<file path="config.mk">
export PLATFORM = sky130hd
export DESIGN_NAME = key_seq_decoder
export DESIGN_NICKNAME = d
export VERILOG_FILES = /design/src/rtl/key_dec_pkg.sv /design/src/rtl/key_mode_shifter.sv /design/src/rtl/key_seq_decoder.sv
export SDC_FILE = /design/constraint.sdc
export NUM_CORES = 1
export LEC_CHECK = 0
export BUFFER_PORTS_ARGS = -buffer_cell sky130_fd_sc_hd__buf_2
export CAP_MARGIN = 20
export CORE_ASPECT_RATIO = 1.5
export CORE_MARGIN = 10
export CORE_UTILIZATION = 59
export CTS_CLUSTER_DIAMETER = 30
export DETAILED_ROUTE_END_ITERATION = 8
export PLACE_DENSITY = 0.75
export SLEW_MARGIN = 20
export SYNTH_ARGS = -nofsm -noshare
export SYNTH_HDL_FRONTEND = slang
export SYNTH_SLANG_ARGS = --single-unit
</file>
<file path="constraint.sdc">
create_clock -name clk -period 4.96 [get_ports clk]
set_clock_uncertainty 0.15 [all_clocks]
set_input_delay 0 -clock clk [delete_from_list [all_inputs] [get_ports clk]]
set_output_delay 0 -clock clk [all_outputs]
set_load 0.005 [all_outputs]
</file>
<file path="src/rtl/key_dec_pkg.sv">
// Shared state encoding and width helpers for the serial key/mode decoder.
package key_dec_pkg;

   typedef enum logic [3:0] {
      ST_HUNT   = 4'b0001,
      ST_ARM    = 4'b0010,
      ST_ACTIVE = 4'b0100,
      ST_LOCKED = 4'b1000
   } state_t;

   // Keeps degenerate counters at least one bit wide.
   function automatic int unsigned at_least_one(input int unsigned w);
      return (w < 1) ? 1 : w;
   endfunction

endpackage

</file>
<file path="src/rtl/key_mode_shifter.sv">
// Serial-to-parallel mode word assembler: MSB-first shift history plus a bit
// counter that strobes done_c on the bit completing a word.
module key_mode_shifter
   import key_dec_pkg::*;
#(
   parameter int unsigned MODE_W = 1
) (
   input  logic              clk,
   input  logic              reset_n,
   input  logic              clr,
   input  logic              shift_en,
   input  logic              bit_in,
   output logic [MODE_W-1:0] word_c,
   output logic              done_c
);

   localparam int unsigned MC_W = at_least_one($clog2(MODE_W));

   logic [MC_W-1:0] mcnt;

   assign done_c = shift_en && (mcnt == MC_W'(MODE_W - 1));

   always_ff @(posedge clk or negedge reset_n) begin
      if (!reset_n) begin
         mcnt <= '0;
      end else if (clr) begin
         mcnt <= '0;
      end else if (shift_en) begin
         mcnt <= done_c ? '0 : mcnt + MC_W'(1);
      end
   end

   // Only MODE_W-1 bits of history are stored; the newest bit completes the word.
   generate
      if (MODE_W > 1) begin : g_hist
         logic [MODE_W-2:0] mshift;

         assign word_c = {mshift, bit_in};

         always_ff @(posedge clk or negedge reset_n) begin
            if (!reset_n) begin
               mshift <= '0;
            end else if (clr) begin
               mshift <= '0;
            end else if (shift_en) begin
               mshift <= word_c[MODE_W-2:0];
            end
         end
      end else begin : g_single
         assign word_c = bit_in;
      end
   endgenerate

endmodule

</file>
<file path="src/rtl/key_seq_decoder.sv">
// Serial key decoder and mode selector: matches a programmable unlock pattern,
// then assembles mode words, with failed-attempt lockout and timed recovery.
module key_seq_decoder
   import key_dec_pkg::*;
#(
   parameter int unsigned        KEY_LEN  = 4,
   parameter logic [KEY_LEN-1:0] KEY      = KEY_LEN'(4'b1010),
   parameter int unsigned        MODE_W   = 1,
   parameter int unsigned        MAX_FAIL = 3,
   parameter int unsigned        LOCK_CYC = 16
) (
   input  logic              clk,
   input  logic              reset_n,
   input  logic              input_key,
   input  logic              valid_cmd,
   input  logic              deact,
   output logic              active,
   output logic [MODE_W-1:0] mode,
   output logic              mode_vld,
   output logic              locked,
   output logic              key_ok
);

   localparam int unsigned IDX_W = $clog2(KEY_LEN + 1);
   localparam int unsigned FC_W  = at_least_one($clog2(MAX_FAIL + 1));
   localparam int unsigned TM_W  = $clog2(LOCK_CYC + 1);

   state_t            state, state_nxt;
   logic [IDX_W-1:0]  idx, idx_nxt;
   logic [FC_W-1:0]   fail_cnt, fail_nxt, fail_inc;
   logic [TM_W-1:0]   timer, timer_nxt;
   logic              active_nxt, mode_vld_nxt, locked_nxt, key_ok_nxt;
   logic [MODE_W-1:0] mode_nxt;

   logic [KEY_LEN-1:0] key_sel;
   logic               key_bit_c;
   logic               shift_en, clr;
   logic [MODE_W-1:0]  word_c;
   logic               done_c;

   // Expected key bit, MSB first, selected by the match index.
   assign key_sel   = KEY_LEN'(1) << (IDX_W'(KEY_LEN - 1) - idx);
   assign key_bit_c = |(KEY & key_sel);
   assign fail_inc  = fail_cnt + FC_W'(1);

   assign shift_en = valid_cmd && !deact && ((state == ST_ARM) || (state == ST_ACTIVE));
   assign clr      = deact && (state != ST_LOCKED);

   key_mode_shifter #(
      .MODE_W (MODE_W)
   ) u_shifter (
      .clk      (clk),
      .reset_n  (reset_n),
      .clr      (clr),
      .shift_en (shift_en),
      .bit_in   (input_key),
      .word_c   (word_c),
      .done_c   (done_c)
   );

   always_ff @(posedge clk or negedge reset_n) begin
      if (!reset_n) begin
         state    <= ST_HUNT;
         idx      <= '0;
         fail_cnt <= '0;
         timer    <= '0;
         active   <= 1'b0;
         mode     <= '0;
         mode_vld <= 1'b0;
         locked   <= 1'b0;
         key_ok   <= 1'b0;
      end else begin
         state    <= state_nxt;
         idx      <= idx_nxt;
         fail_cnt <= fail_nxt;
         timer    <= timer_nxt;
         active   <= active_nxt;
         mode     <= mode_nxt;
         mode_vld <= mode_vld_nxt;
         locked   <= locked_nxt;
         key_ok   <= key_ok_nxt;
      end
   end

   // Lockout outranks deact, which outranks an accepted bit.
   always_comb begin
      state_nxt    = state;
      idx_nxt      = idx;
      fail_nxt     = fail_cnt;
      timer_nxt    = timer;
      active_nxt   = active;
      mode_nxt     = mode;
      locked_nxt   = locked;
      mode_vld_nxt = 1'b0;
      key_ok_nxt   = 1'b0;

      if (state == ST_LOCKED) begin
         if (timer == '0) begin
            state_nxt  = ST_HUNT;
            locked_nxt = 1'b0;
            fail_nxt   = '0;
         end else begin
            timer_nxt = timer - TM_W'(1);
         end
      end else if (deact) begin
         state_nxt  = ST_HUNT;
         active_nxt = 1'b0;
         mode_nxt   = '0;
         idx_nxt    = '0;
      end else if (valid_cmd) begin
         case (state)
            ST_HUNT: begin
               if (input_key == key_bit_c) begin
                  if (idx == IDX_W'(KEY_LEN - 1)) begin
                     idx_nxt    = '0;
                     key_ok_nxt = 1'b1;
                     fail_nxt   = '0;
                     state_nxt  = ST_ARM;
                  end else begin
                     idx_nxt = idx + IDX_W'(1);
                  end
               end else begin
                  // No overlap re-check; a miss at idx 0 is treated as noise.
                  idx_nxt = '0;
                  if (idx != '0) begin
                     if (fail_cnt != '1) begin
                        fail_nxt = fail_inc;
                     end
                     if ((MAX_FAIL != 0) && (fail_inc == FC_W'(MAX_FAIL))) begin
                        state_nxt  = ST_LOCKED;
                        locked_nxt = 1'b1;
                        timer_nxt  = TM_W'(LOCK_CYC - 1);
                     end
                  end
               end
            end
            ST_ARM, ST_ACTIVE: begin
               if (done_c) begin
                  mode_nxt     = word_c;
                  mode_vld_nxt = 1'b1;
                  active_nxt   = 1'b1;
                  state_nxt    = ST_ACTIVE;
               end
            end
            default: begin
               state_nxt = ST_HUNT;
               idx_nxt   = '0;
            end
         endcase
      end
   end

endmodule

</file>
==> metrics.md, run 1 <==
| Metric | Value |
|---|---|
| Run status | `completed` |
| Met3 GRT Util | `0.0256` |
| CTS tree | `built` |
| Final setup TNS | `0 ns` |
| Comb pwr share | `0.305` |
| Unrepaired setup endpoints after global routing | `false` |
| Design Area, Final | `between 1000 and 1500 um2` |
| CTS Buffer Depth | `2` |
| Crit path capture type | `flip-flop` |
| Count of pins over their slew limit | `0` |
| Sequential Area | `~500 um2` |
| Largest net degree at the start of global routing | `21` |
| Worst path max stage delay | `between 0.6 and 0.7 ns` |
| CP required | `5.01 ns` |
| Power share of the clock group | `0.214` |
| PwrDens | `337 nW/um2` |
| Initial core utilization | `0.626` |
| Clk root buf | `clkbuf_4` |
| Prevailing post-synth register cell | `dfrtp_1` |
| P_int | `slightly below 300 uW` |
| Die extent in x | `roughly 56 um` |
| Max_slew headroom | `0.399` |
| Slew @ Worst Pin | `0.889 ns` |
| Worst-Skew Late Latency | `0.30 ns` |
| Footprint of the multi-input gates | `~630 um2` |
| Clock-pin slew on the worst setup and hold paths | `between 0.1 and 0.15 ns` |
| IO Count | `10` |
| Sequential fraction of the synthesis area | `0.432` |
| Most frequent cells in the layout | `19 x dfrtp_1, 15 x nand2_1, 9 x buf_2` |
| Final hold viol count | `0` |
| TritonCTS buffer count | `3` |
| Post-DP HPWL | `approximately 1900 um` |
| Min-Delay Path Class | `primary input to asynchronous set/reset pin` |
| Pre-antenna DRT Iters | `4` |
| Area after DPL | `1220 um2` |
| Synthesis-to-finish area growth | `12.0%` |
| Netlist cell types | `42` |
| Tot GR Track Use | `0.120` |
| Crit path max fanout | `6` |
| Vias in the first global route | `913` |
| Gp weighted congestion | `approximately 0.91` |
| Commonest non-fill, non-tap cell in the layout | `dfrtp_1` |
| Post-Place Cells | `between 100 and 150` |
| CP arrival | `2.52 ns` |
| Tcrit/Tclk final | `0.498` |
| Critical path type | `flip-flop to flip-flop` |
| Crit path launch type | `flip-flop` |
| CTS H-Tree Depth | `1` |
| Critical-path cell list | `or3b_1, or4b_1, or3_4, a31o_1` |
| Total number of vias | `about 950` |
| Busiest grt layer | `met2` |
| Max-cap violations | `0` |
| Initial antenna violation count | `0` |
| Mapped Cells | `about 120` |
| Average wire per standard cell | `roughly 16 um` |
| Slowest cell on crit path | `or4b_1` |
| Antenna cells | `0` |
| Remaining antenna violation count | `0` |
| Yosys warning count | `0` |
| Post-synth EDFFs | `0` |
| Synth async-reset ratio | `1.00` |
| Maximum clock rate | `roughly 400 MHz` |
| Pleak | `between 0.6 and 0.7 nW` |
| Met2 GRT Util | `0.230` |
| Synth Register Bits | `20` |
| Post-Syn Nets | `~130` |
| WP buf/inv | `0` |
| Clock Sinks | `20` |
| Net switching fraction of the power | `0.334` |
| Cell family with most CP delay | `simple AND/OR/NAND/NOR gates` |
| VDD IR-drop max | `about 0.22 mV` |
| Post-CTS setup buffer count | `0` |
| Share of power burned in registers | `0.480` |
| Share of post-route cells with drive strength above 1 | `0.182` |
| Final wirelength | `between 2000 and 2500 um` |
| Detailed Route Iter0 Violations | `23` |
| Overflow after GRT | `0` |
| Switch Pwr | `147 uW` |
| Die area | `4180 um2` |
| # DRC | `0` |
| Overall Power | `~440 uW` |
| Row cnt | `19` |
| Final setup fails | `0` |
| Cell Count, Final, Fillers Out | `153` |
| First-pass GRT wire length | `between 4000 and 5000 um` |
| Final min period | `about 2.5 ns` |
| Flop2flop setup slack | `2.49 ns` |
| Core area | `~1900 um2` |
| Netlist Area Pre-Place | `~1200 um2` |
| Fill cell count | `145` |
| Via density per instance | `a little over 6` |
| Syn avg cell area | `around 9.9 um2` |
| Met1 Usage GRT | `0.123` |
| Final net count | `145` |
| IO Port Bufs | `9` |
| Die Y | `~74 um` |
-- timing repair --
item	4_1_cts	5_1_grt
endpoints found under the setup margin	0	0
hold buffers	4	0
resized for setup	0	0
hold endpoints to repair	27	0
-- cells in the mapped netlist (all sizes together), types with 2 or more instances --
cell / instances / area share
inv: 6 / 0.019
nor3: 5 / 0.022
o211ai: 2 / 0.013
or3: 5 / 0.032
o32a: 2 / 0.017
or3b: 2 / 0.015
nand2: 15 / 0.048
nand3: 2 / 0.0086
a21o: 4 / 0.027
o31ai: 2 / 0.013
nor4b: 3 / 0.023
o21ai: 4 / 0.017
xnor2: 3 / 0.023
o31a: 2 / 0.017
xor2: 2 / 0.015
nor2b: 2 / 0.011
a21oi: 3 / 0.013
dfrtp: 19 / 0.41
or4b: 3 / 0.026
o22ai: 2 / 0.011
ha: 7 / 0.075
nor2: 5 / 0.016
o221ai: 2 / 0.015
a32oi: 2 / 0.015
-- cell type report --
class	instances	area share
clock buffer	4	0.0279
inverter	6	0.0173
multi-input combinational	89	0.483
sequential	20	0.386
tap	21	0.0202
timing repair buffer	13	0.0654
-- sequential cells by signal, summed over array words and instances (netlist names), 2 cells and up --
register  count
timer         5
state         4
idx           3
fail_cnt      2
-- logic make-up (layout without fill, tap and decap cells) --
family	count (synthesis)	after routing	synth area share
buf+inv	8	23	0.0269
mux	1	1	0.00862
xor+xnor	5	5	0.0377
compound gates	28	28	0.182
flops	20	20	0.432
simple gates	48	48	0.237
fa+ha+maj	7	7	0.0754
-- power groups by stage --
stage | clock network (mW) | registers, mW | logic [mW]
5_1_grt | 0.105 | 0.215 | 0.149
3_5_place_dp | 0 | 0.213 | 0.131
2_1_floorplan | 0 | 0.205 | 0.104
4_1_cts | 0.0965 | 0.210 | 0.134
6_report | 0.0940 | 0.211 | 0.134
3_3_place_gp | 0 | 0.211 | 0.125
-- per-layer routing --
layer / up-vias / wire (um)
met2: 20 / 1320
met3: 2 / 122
met5: - / 0
li1: 457 / -
met4: 0 / 17
met1: 466 / 980
-- metrics by stage --
stage / hold WS, ns / util / setup WS [ns]
floorplan: -0.446 / - / 2.58
finish: 0.0128 / 0.701 / 2.49
CTS: 0.0252 / 0.701 / 2.50
detailed placement: -0.177 / 0.660 / 2.52
global placement: -0.187 / 0.660 / 2.55
global route: 0.0391 / 0.701 / 2.32
-- worst paths after layout --
check,depth (start not counted),from,to
worst min register to register,1,active$_DFFE_PN0P_,active$_DFFE_PN0P_
worst max-delay path,4,state[0]$_DFFE_PN1P_,timer[4]$_DFFE_PN0P_
max in group asynchronous,2,reset_n,state[0]$_DFFE_PN1P_
worst max register to register,4,state[0]$_DFFE_PN1P_,timer[4]$_DFFE_PN0P_
min in group clk,3,valid_cmd,state[0]$_DFFE_PN1P_
worst min-delay path,2,reset_n,timer[1]$_DFFE_PN0P_
(Power assumes the default switching activity.)
==> run 2, diff against run 1 <==
Settings changed: CORE_UTILIZATION 59 to 57, PLACE_DENSITY 0.75 to 0.73.
Clock period 4.96 ns to 2.5 ns, I/O delays scaled along.
==> run 2 against run 1 <==
  * Flip-flop and latch count is the same
  * Design area up 3.1%
  * Power up 99%
  * Final cell count up 2.6%
  * Global-route usage down 0.10 points
  * Routed wire length increased by 2.2%
  * Sequential power is 96% higher
  * Non-clock buffer count grew 4
  * First-iteration DRC count rose by 8.7%
  * Utilization grew 1.2 points
  * Sequential share of layout area down 1.2 points
  * Via count decreased by 0.74%
  * Critical path type unchanged
  * Largest power group unchanged
  * Highest routed layer unchanged
==> metrics.md, run 2 (synthesized netlist as in run 1, its figures left out) <==
| Metric | Value |
|---|---|
| Final wirelength | `2500 um` |
| Antenna cells | `0` |
| Crit path launch type | `flip-flop` |
| Gp weighted congestion | `between 0.8 and 0.9` |
| Fill cell count | `around 150` |
| Slowest cell on crit path | `or4b_2` |
| IO Count | `10` |
| CP arrival | `about 2.5 ns` |
| Post-DP HPWL | `approximately 1900 um` |
| Count of pins over their slew limit | `0` |
| Synthesis-to-finish area growth | `15.4%` |
| VDD IR-drop max | `between 0.4 and 0.5 mV` |
| Initial core utilization | `0.618` |
| Max-cap violations | `0` |
| CTS Buffer Depth | `2` |
| Pre-antenna DRT Iters | `4` |
| Detailed Route Iter0 Violations | `25` |
| Tot GR Track Use | `0.119` |
| Min-Delay Path Class | `primary input to asynchronous set/reset pin` |
| Clock-pin slew on the worst setup and hold paths | `around 0.11 ns` |
| Initial antenna violation count | `0` |
| Tcrit/Tclk final | `0.954` |
| CTS H-Tree Depth | `1` |
| # DRC | `0` |
| Maximum clock rate | `between 400 and 500 MHz` |
| R2R Path Start | `state[1]$_DFFE_PN0P_` |
| Average wire per standard cell | `around 16 um` |
| Worst-Skew Late Latency | `slightly below 0.3 ns` |
| Critical Path Stages | `5` |
| Cell family with most CP delay | `simple AND/OR/NAND/NOR gates` |
| Vias in the first global route | `947` |
| Die extent in x | `approximately 57 um` |
| Die Y | `~75 um` |
| Crit path max fanout | `10` |
| Overflow after GRT | `0` |
| Final worst slack | `between 0.1 and 0.15 ns` |
| Commonest non-fill, non-tap cell in the layout | `dfrtp_1` |
| Setup WS pre-CTS | `~0.15 ns` |
| First-pass GRT wire length | `between 4000 and 5000 um` |
| Top cell by count, worst path | `nand2_1` |
| IO Port Bufs | `9` |
| Via density per instance | `5.97` |
| Critical-path cell list | `or4b_2, nand2_1, nand2_1, a21oi_1, dlygate4sd3_1` |
| Clock Sinks | `20` |
| Remaining antenna violation count | `0` |
| Critical path type | `flip-flop to flip-flop` |
| Final setup fails | `0` |
| PwrDens | `~650 nW/um2` |
| Unrepaired setup endpoints after global routing | `false` |
| Run status | `completed` |
| Max_slew headroom | `0.602` |
| Reg with most FFs | `timer` |
| Core area | `1880 um2` |
| Slew @ Worst Pin | `~0.6 ns` |
| R2R cell count | `5` |
| TritonCTS buffer count | `3` |
| Crit path capture type | `flip-flop` |
| Max reg flops | `5` |
| CP required | `approximately 2.6 ns` |
| Final net count | `~150` |
| Total number of vias | `between 900 and 1000` |
| Pleak | `a little under 0.7 nW` |
| Critical path origin | `state[1]$_DFFE_PN0P_` |
| Row cnt | `19` |
| Final hold viol count | `0` |
| Final setup TNS | `0 ns` |
| Largest regs | `timer x5, state x4, idx x3` |
| Most frequent cells in the layout | `19 x dfrtp_1, 15 x nand2_1, 9 x buf_2` |
| Largest net degree at the start of global routing | `21` |
| Die area | `approximately 4300 um2` |
| Worst path max stage delay | `just over 0.8 ns` |
| WP buf/inv | `1` |
| Share of post-route cells with drive strength above 1 | `0.206` |
| Clk root buf | `clkbuf_4` |
| CTS tree | `built` |
| Final min period | `between 2 and 2.5 ns` |
run 2: final timing paths:
kind                                              endpoint  slack (ns)
worst min register to register          active$_DFFE_PN0P_        0.34
worst max register to register  u_shifter.mcnt$_DFFE_PN0P_        0.11
min in group clk                      state[0]$_DFFE_PN1P_        0.32
worst max-delay path            u_shifter.mcnt$_DFFE_PN0P_        0.11
worst min-delay path               fail_cnt[0]$_DFFE_PN0P_        0.02
max in group asynchronous             state[0]$_DFFE_PN1P_        1.83
run 2: metal layers:
metal / routed length, um / track usage
met1: 1110 / 0.126
met2: 1280 / 0.225
met3: 86 / 0.0286
met5: 0 / 0
met4: 25 / 0.0393
run 2: worst reg2reg max path, delay by kind of cell (launching register included):
family | cells | cell delay (ns)
compound gates | 1 | 0.10
flops | 1 | 0.44
buf+inv | 1 | 0.57
simple gates | 3 | 1.06
run 2: stage by stage:
stage	hold slack (ns)	total power, mW	util	instances	area [um2]
2_1_floorplan	-0.446	0.614	-	117	1160
3_3_place_gp	-0.186	0.669	0.664	148	1250
3_5_place_dp	-0.182	0.682	0.664	148	1250
4_1_cts	0.0270	0.867	0.710	157	1330
5_1_grt	0.0514	0.931	0.714	157	1340
6_report	0.0245	0.872	0.714	157	1340
run 2: power by group:
part | internal, mW | switching, mW | total [mW]
registers | 0.362 | 0.0521 | 0.414
clock network | 0.0887 | 0.0927 | 0.181
logic | 0.135 | 0.141 | 0.276
run 2: repair_timing:
action | in CTS | in global routing
hold buffers | 5 | 0
resized for setup | 0 | 1
endpoints found under the hold margin | 27 | 0
endpoints found under the setup margin | 0 | 1
setup buffers | 0 | 0
run 2: final cells by class:
type	instances	area, um2	area share
Inverter	6	22.5	0.0168
Clock buffer	4	36.3	0.0271
Sequential cell	20	502	0.374
Tap cell	21	26.3	0.0196
Multi-Input combinational cell	89	636	0.474
Timing Repair Buffer	17	118	0.0878
==> run 3, diff against run 2 <==
Settings changed: BUFFER_PORTS_ARGS -buffer_cell sky130_fd_sc_hd__buf_2 to unset, CORE_UTILIZATION 57 to 59, CTS_CLUSTER_DIAMETER 30 to unset, DONT_BUFFER_PORTS set to 1, PLACE_DENSITY 0.73 to 0.71.
==> run 3 against run 2 <==
  * Via count increased by 0.53%
  * Utilization decreased by 0.64 points
  * Global-route usage up 1.4 points
  * Largest power group unchanged
==> metrics.md, run 3 (synthesized netlist as in run 1, its figures left out) <==
| Metric | Value |
|---|---|
| Clock-pin slew on the worst setup and hold paths | `0.12 ns` |
| Power share of the clock group | `0.278` |
| Final setup TNS | `0 ns` |
| Detailed Route Iter0 Violations | `25` |
| TritonCTS buffer count | `3` |
| Pre-antenna DRT Iters | `4` |
| Die extent in x | `approximately 56 um` |
| Tot GR Track Use | `0.132` |
| Row cnt | `19` |
| Final setup fails | `0` |
| PwrDens | `between 700 and 800 nW/um2` |
| Net switching fraction of the power | `0.313` |
| Tcrit/Tclk final | `0.950` |
| IO Port Bufs | `0` |
| Remaining antenna violation count | `0` |
| Crit path max fanout | `5` |
| CP required | `2.56 ns` |
| Antenna cells | `0` |
| Min-Delay Path Class | `primary input to asynchronous set/reset pin` |
| Most frequent cells in the layout | `19 x dfrtp_1, 15 x nand2_1, 7 x ha_1` |
| # DRC | `0` |
| Post-DP HPWL | `between 1500 and 2000 um` |
| CP arrival | `2.43 ns` |
| Core area | `1850 um2` |
| Synthesis-to-finish area growth | `12.9%` |
| Clock Sinks | `20` |
| Final min period | `roughly 2.4 ns` |
| Reg with most FFs | `timer` |
| Overall Power | `956 uW` |
| Pleak | `between 0.6 and 0.7 nW` |
| Critical path type | `flip-flop to flip-flop` |
| First-pass GRT wire length | `around 4600 um` |
| Crit path capture type | `flip-flop` |
| Met1 wire length | `between 1000 and 1500 um` |
| Share of power burned in registers | `0.434` |
| Max reg flops | `5` |
| Overflow after GRT | `0` |
| Count of pins over their slew limit | `0` |
| Comb pwr share | `0.288` |
| IO Count | `10` |
| Top Metal Used | `met4` |
| Final net count | `140` |
| Final hold viol count | `0` |
| Die area | `about 4200 um2` |
| CTS H-Tree Depth | `1` |
| Crit path launch type | `flip-flop` |
| Fill cell count | `between 100 and 150` |
| Run status | `completed` |
| Initial core utilization | `0.626` |
| Commonest non-fill, non-tap cell in the layout | `dfrtp_1` |
| Vias in the first global route | `roughly 1000` |
| Max_slew headroom | `0.406` |
| Largest net degree at the start of global routing | `21` |
| Switch Pwr | `between 200 and 300 uW` |
| Final hold slack | `roughly 0.089 ns` |
| Die Y | `approximately 74 um` |
| Gp weighted congestion | `0.813` |
| CTS Buffer Depth | `2` |
| Max-cap violations | `0` |
| R2R cell count | `4` |
| Met2 routed WL | `around 1300 um` |
| Total number of vias | `~940` |
| Final wirelength | `~2500 um` |
| Maximum clock rate | `approximately 420 MHz` |
| Largest regs | `timer x5, state x4, idx x3` |
| Unrepaired setup endpoints after global routing | `false` |
| Average wire per standard cell | `16.8 um` |
| CTS tree | `built` |
| Initial antenna violation count | `0` |
| Via density per instance | `approximately 6.4` |
| VDD IR-drop max | `between 0.5 and 0.6 mV` |
| Worst-Skew Late Latency | `around 0.31 ns` |
| Share of post-route cells with drive strength above 1 | `0.150` |
| P_int | `between 600 and 700 uW` |
| Clk root buf | `clkbuf_4` |
| Routed met3 length | `approximately 95 um` |
| Slew @ Worst Pin | `0.889 ns` |
==> run 3: path summary, 6_finish.rpt <==
path,startpoint,to,slack [ns]
max reg2reg,state[0]$_DFFE_PN1P_,timer[4]$_DFFE_PN0P_,0.13
max,state[0]$_DFFE_PN1P_,timer[4]$_DFFE_PN0P_,0.13
max in group asynchronous,reset_n,fail_cnt[1]$_DFFE_PN0P_,1.56
min in group clk,input_key,state[0]$_DFFE_PN1P_,0.10
min reg2reg,active$_DFFE_PN0P_,active$_DFFE_PN0P_,0.39
min,reset_n,timer[3]$_DFFE_PN0P_,0.09
==> run 3: layout make-up <==
cell class / instances / area [um2] / area share
Inverter: 6 / 22.5 / 0.0172
Clock buffer: 3 / 22.5 / 0.0172
Tap cell: 21 / 26.3 / 0.0200
Multi-Input combinational cell: 89 / 636 / 0.485
Timing Repair Buffer: 8 / 72.6 / 0.0553
Sequential cell: 20 / 502 / 0.383
Clock inverter: 1 / 30.0 / 0.0229
==> run 3: per-layer routing <==
layer,track usage,up-vias
met5,0,-
met4,0.0643,0
met3,0.0221,7
met2,0.234,21
met1,0.152,461
li1,-,454
==> run 3: timing repair <==
item	CTS	global route
buffers inserted	0	0
resized for setup	0	1
hold buffers	5	0
setup endpoints to repair	0	1
endpoints found under the hold margin	38	0
==> run 3: critical path, cell delays in order, from the launching register on <==
cell	delay (ns)
dfstp_2	0.57
or3b_1	0.37
or4b_1	0.54
or3_4	0.42
a31o_1	0.22
==> run 3: power groups by stage <==
stage	sequential [mW]	combinational (mW)	clock, mW
floorplan	0.407	0.207	0
global placement	0.417	0.240	0
detailed placement	0.422	0.251	0
CTS	0.415	0.269	0.266
global route	0.424	0.313	0.277
finish	0.415	0.275	0.266
==> run 3: metrics by stage <==
stage | instance area, um2 | std cells | setup slack, ns | util
6_report | 1310 | 148 | 0.126 | 0.707
5_1_grt | 1310 | 148 | 0.00385 | 0.707
4_1_cts | 1300 | 148 | 0.125 | 0.703
3_5_place_dp | 1200 | 139 | 0.149 | 0.648
3_3_place_gp | 1200 | 139 | 0.202 | 0.648
2_1_floorplan | 1160 | 117 | 0.125 | -
